## config.mk

```make
export PLATFORM = sky130hd
export DESIGN_NAME = pipe_hazard_ctrl
export DESIGN_NICKNAME = d
export VERILOG_FILES = /design/src/rtl/pipe_hazard_ctrl.sv
export SDC_FILE = /design/constraint.sdc
export NUM_CORES = 1
export LEC_CHECK = 0
export ABC_AREA = 1
export CAP_MARGIN = 15
export CORE_ASPECT_RATIO = 0.5
export CORE_MARGIN = 8
export CORE_UTILIZATION = 45
export DETAILED_ROUTE_END_ITERATION = 12
export GPL_TIMING_DRIVEN = 1
export HOLD_SLACK_MARGIN = 0.05
export PLACE_DENSITY = 0.79
export SLEW_MARGIN = 0
export SYNTH_ARGS = -nofsm -noshare
export SYNTH_HDL_FRONTEND = slang
export SYNTH_SLANG_ARGS = --single-unit
```

## constraint.sdc

```tcl
create_clock -name Clk -period 2.2 [get_ports Clk]
set_clock_uncertainty 0.15 [all_clocks]
set_input_delay 0.44 -clock Clk [delete_from_list [all_inputs] [get_ports Clk]]
set_output_delay 0.44 -clock Clk [all_outputs]
set_load 0.005 [all_outputs]
```

## src/rtl/pipe_hazard_ctrl.sv

```systemverilog
// rtl/pipe_hazard_ctrl.sv - pipeline hazard/sequencing controller (optional PIPE_FORWARDING_EN)
`timescale 1ns/1ps
module pipe_hazard_ctrl #(
  parameter int REG_W = 5,
  parameter int CNT_W = 16
) (
  input  logic             Clk,
  input  logic             Rst_n,
  input  logic [REG_W-1:0] id_rs1,
  input  logic [REG_W-1:0] id_rs2,
  input  logic             id_use_rs1,
  input  logic             id_use_rs2,
  input  logic [REG_W-1:0] ex_rd,
  input  logic             ex_we,
  input  logic             ex_is_load,
  input  logic [REG_W-1:0] mem_rd,
  input  logic             mem_we,
  input  logic             ex_branch_taken,
  input  logic             mem_req,
  input  logic             mem_ready,
  output logic             pc_en,
  output logic             ifid_en,
  output logic             idex_en,
  output logic             exmem_en,
  output logic             memwb_en,
  output logic             ifid_flush,
  output logic             idex_flush,
  output logic [1:0]       fwd_a,
  output logic [1:0]       fwd_b,
  output logic [CNT_W-1:0] stall_cnt
);

  typedef enum logic [1:0] {INIT, RUN, MEM_WAIT} state_t;

  state_t           state_q, state_d;
  logic [CNT_W-1:0] stall_cnt_q;
  logic             m_ex1, m_ex2, m_mem1, m_mem2;
  logic             hazard, mwait;

  // Register x0 is hardwired zero, so it never creates a dependency.
  assign m_ex1  = id_use_rs1 & ex_we  & (ex_rd  != '0) & (ex_rd  == id_rs1);
  assign m_ex2  = id_use_rs2 & ex_we  & (ex_rd  != '0) & (ex_rd  == id_rs2);
  assign m_mem1 = id_use_rs1 & mem_we & (mem_rd != '0) & (mem_rd == id_rs1);
  assign m_mem2 = id_use_rs2 & mem_we & (mem_rd != '0) & (mem_rd == id_rs2);
  assign mwait  = mem_req & ~mem_ready;

`ifdef PIPE_FORWARDING_EN
  assign hazard = (m_ex1 | m_ex2) & ex_is_load;
`else
  // Full interlock; the load term is subsumed by the plain EX match.
  assign hazard = m_ex1 | m_ex2 | m_mem1 | m_mem2 | ((m_ex1 | m_ex2) & ex_is_load);
`endif

  always_comb begin
    state_d    = state_q;
    pc_en      = 1'b0;
    ifid_en    = 1'b0;
    idex_en    = 1'b0;
    exmem_en   = 1'b0;
    memwb_en   = 1'b0;
    ifid_flush = 1'b0;
    idex_flush = 1'b0;
    case (state_q)
      INIT: begin
        ifid_flush = 1'b1;
        idex_flush = 1'b1;
        state_d    = RUN;
      end
      RUN: begin
        if (mwait) begin
          state_d = MEM_WAIT;
        end else if (ex_branch_taken) begin
          {pc_en, ifid_en, idex_en, exmem_en, memwb_en} = 5'b11111;
          ifid_flush = 1'b1;
          idex_flush = 1'b1;
        end else if (hazard) begin
          {idex_en, exmem_en, memwb_en} = 3'b111;
          idex_flush = 1'b1;
        end else begin
          {pc_en, ifid_en, idex_en, exmem_en, memwb_en} = 5'b11111;
        end
      end
      MEM_WAIT: begin
        if (mem_ready) begin
          {pc_en, ifid_en, idex_en, exmem_en, memwb_en} = 5'b11111;
          // A branch still sitting in EX must not slip through unflushed.
          ifid_flush = ex_branch_taken;
          idex_flush = ex_branch_taken;
          state_d    = RUN;
        end
      end
      default: state_d = INIT;
    endcase
  end

  always_ff @(posedge Clk or negedge Rst_n) begin
    if (!Rst_n) begin
      state_q     <= INIT;
      stall_cnt_q <= '0;
    end else begin
      state_q <= state_d;
      if (!pc_en && state_q != INIT && stall_cnt_q != {CNT_W{1'b1}})
        stall_cnt_q <= stall_cnt_q + {{(CNT_W-1){1'b0}}, 1'b1};
    end
  end

  assign stall_cnt = stall_cnt_q;

`ifdef PIPE_FORWARDING_EN
  logic [1:0] fwd_a_q, fwd_a_d, fwd_b_q, fwd_b_d;

  always_comb begin
    fwd_a_d = m_ex1 ? 2'b10 : (m_mem1 ? 2'b01 : 2'b00);
    fwd_b_d = m_ex2 ? 2'b10 : (m_mem2 ? 2'b01 : 2'b00);
  end

  always_ff @(posedge Clk or negedge Rst_n) begin
    if (!Rst_n) begin
      fwd_a_q <= 2'b00;
      fwd_b_q <= 2'b00;
    end else if (idex_en) begin
      fwd_a_q <= idex_flush ? 2'b00 : fwd_a_d;
      fwd_b_q <= idex_flush ? 2'b00 : fwd_b_d;
    end
  end

  assign fwd_a = fwd_a_q;
  assign fwd_b = fwd_b_q;
`else
  assign fwd_a = 2'b00;
  assign fwd_b = 2'b00;
`endif

endmodule

```

==> summary.txt <==
Final layout
  • Synthesis-to-layout area growth: 44.59%
  • Final #Nets: 376
  • Fillers: 323
  • ANT cells: 0
  • Layout cells sized above 1: 19.47%
  • Multi-input gate area: 1060 um^2
  • Sequential cell area: 451.7 um^2

Timing
  • Final Slew Violations: 0
  • Unrepaired setup endpoints after global routing: yes
  • Max Clk Rate: 445.7 MHz
  • Final count of hold timing violations: 0
  • Final hold slack: 361.3 ps
  • Fin worst setup slack: -43.53 ps
  • Period utilization: 102.0%
  • Finish-stage setup viols: 3
  • Period minus WS final: 2244 ps
  • Final TNS setup: -48.11 ps

CTS
  • Number of H-tree levels: 1
  • Clk buf depth: 2
  • Cts bufs inserted: 3
  • CTS Root Cell: clkbuf_8
  • Clk_lat worst skew: 250 ps
  • Clk sinks: 18
  • CTS clk-pin slew, worst paths: approximately 60 ps
  • Hold buffers post-CTS: 0
  • TritonCTS clock tree: yes

GRT
  • GRT overflow: 0
  • GRT Overall Usage: 16.58%
  • Largest net degree at the start of global routing: 19
  • Number of global-route vias before repair: approximately 1900
  • First-pass GRT wire length: 8197 um
  • Initial antenna violation count: 0

Power
  • Comb pwr share: a little under two thirds
  • LEAKAGE: 1.326 nW
  • Sw frac: 42.46%
  • VDD IR max: 788.2 uV
  • Power Dens Cells: a little over 800 nW/um^2
  • Share of power burned in registers: 24.9%
  • P_sw: roughly 0.00083 W
  • P_int: 0.001119 W
  • Clk network pwr share: a little under an eighth
  • Power, Total: approximately 0.0019 W

Floorplan
  • Initial Utilization: between 40% and 50%
  • Die width: a little over 100 um
  • # IOs: 57
  • Site row count: 15
  • Core footprint: 3491 um^2
  • Die area: 6025 um^2
  • Die Y: roughly 59 um

Place
  • DP Wirelength: 3601 um
  • Buffers on Ports: 51
  • Final Wtd Congestion: between 0.8 and 0.9

Synthesis
  • Post-Syn Instances: roughly 270
  • Ys Warns: 0
  • Main combinational cell family by area after synthesis: simple AND/OR/NAND/NOR gates
  • Register area share after synthesis: 27.03%
  • Yosys top cell area share: 27.03%
  • Simple-gate portion of the synthesized area: between 40% and 50%
  • Mapped Area: around 1700 um^2
  • Mean Syn Cell Area: between 6 and 7 um^2
  • Adder and majority gate portion of the synthesized area: 3.754%
  • Synth Register Bits: 18
  • Mux cell area share after synthesis: 0%
  • Xor/xnor share of the synthesized area: 7.883%
  • Top cells by area, synth: dfrtp_1 27%, nand2_1 25%, nand3_1 8.1%, inv_1 7.9%, xor2_1 6.3%
  • Compound-Gate Fraction of Synth Area: approximately 2.6%
  • Synth cell types: 27
  • Area leader, netlist: dfrtp_1

Routing
  • DRT Pass-1 Iters: 4
  • WL/cell: 12.71 um
  • DRT Wirelength: 4956 um
  • Via/cell ratio: 4.751
  • Post-route ant nets: 0
  • Vias: 1853
  • DRC Markers: 0
  • DR iter-0 viols: between 60 and 70

Hold path
  • Worst Hold Class: input port to asynchronous set/reset pin

Worst setup path
  • Critical path peak fanout: 3
  • R2R Setup Slk: roughly 180 ps
  • Critical Path RT: about 1600 ps
  • RR Startpoint: state_q[1]
  • Endpoint kind of the worst setup timing path: primary output
  • Worst Path Arrival: 1650 ps
  • Type of origin of the critical path: register
  • Crit path kind: register to primary output
  • FF-to-FF End: stall_cnt[6]
  • FF-to-FF path depth: 13

Run status
  • Failing checks: negative setup slack
  • Status: finished with violations

Job
  • Max Cap Violations: 0
worst max-delay path, stage by stage, from the launching register on:
cell and delay (ps):
dfrtp_1 410, inv_2 120, ha_4 160, nand2_2 60
buf_4 130, buf_4 120, buf_4 130, inv_2 40
nand3_1 70, nand2_1 60, buf_2 110
cells in the mapped netlist, drive strengths merged:
cell type,n
nand3,28
a21o,1
nand4,3
a21oi,2
nor3,4
nand2,114
xnor2,3
inv,38
ha,5
dfrtp,18
conb,1
nor4,4
buf,10
a31o,1
o21ai,2
nor2,22
xor2,12
o211ai,1
sequential cells by signal, summed over array words and instances, names as in the netlist:
name / count
state_q: 2
stall_cnt: 16
worst max path at each step:
stage,start,to,slack [ps],depth (start not counted)
CTS,state_q[1],idex_flush,-100,10
global route,state_q[1],idex_flush,-120,10
floorplan,state_q[0],pc_en,200,10
detailed placement,mem_rd[2],idex_flush,-610,12
global placement,mem_rd[2],idex_flush,-580,12
finish,state_q[1],idex_flush,-40,10
per-stage QoR:
| stage | std cells | worst slack [ps] | utilization, % | instance area [um^2] |
|---|---|---|---|---|
| 6_report | 390 | -43.53 | 69.03 | 2410 |
| 5_1_grt | 390 | -123.7 | 69.03 | 2410 |
| 4_1_cts | 387 | -100.8 | 67.38 | 2352 |
| 3_5_place_dp | 377 | -606.7 | 65.13 | 2273 |
| 3_3_place_gp | 377 | -577.0 | 65.13 | 2273 |
| 2_1_floorplan | 272 | 196.9 | - | 1678 |
cell type report:
cell class	count	share of cell area, %
timing repair buffer	74	26.90
multi-input combinational	206	43.98
tap	51	2.648
sequential	18	18.74
clock buffer	3	1.713
inverter	38	6.023
cell families (layout without fill, tap and decap cells):
| group | after synthesis | count (layout) |
|---|---|---|
| buffers and inverters | 48 | 115 |
| XOR/XNOR | 15 | 15 |
| AND/OR/NAND/NOR | 175 | 175 |
| adder cells (fa/ha/maj) | 5 | 5 |
| other | 1 | 4 |
| flip-flops | 18 | 18 |
| AO/OA/AOI/OAI | 7 | 7 |
layout by cell type (no fill, tap or decap), types with 12 or more instances in the layout:
master and instances:
buf_4 20, clkdlybuf4s50_1 18, dfrtp_1 17, dlygate4sd2_1 13
inv_1 28, nand2_1 108, nand3_1 27, nor2_1 18
xor2_1 12
layer usage:
| metal | routed length, um | global-route usage, % |
|---|---|---|
| met1 | 2104 | 18.61 |
| met3 | 268 | 2.108 |
| met4 | 111 | 7.025 |
| met2 | 2472 | 31.04 |
| met5 | 0 | 0 |
power groups by stage:
stage | Sequential (W) | Combinational [W] | Clock, W
after floorplan | 0.000472 | 0.000614 | 0
after global placement | 0.000477 | 0.00102 | 0
after detailed placement | 0.000481 | 0.00105 | 0
after CTS | 0.000476 | 0.00111 | 0.000228
after global routing | 0.000495 | 0.00137 | 0.000246
final | 0.000484 | 0.00124 | 0.000224
repair_timing:
item                                    4_1_cts  5_1_grt
buffers inserted                              7        4
pin swaps                                    12        9
gates resized for setup                      63       29
endpoints found under the setup margin       23        7
Note: power is estimated with default switching activity, not from simulation.
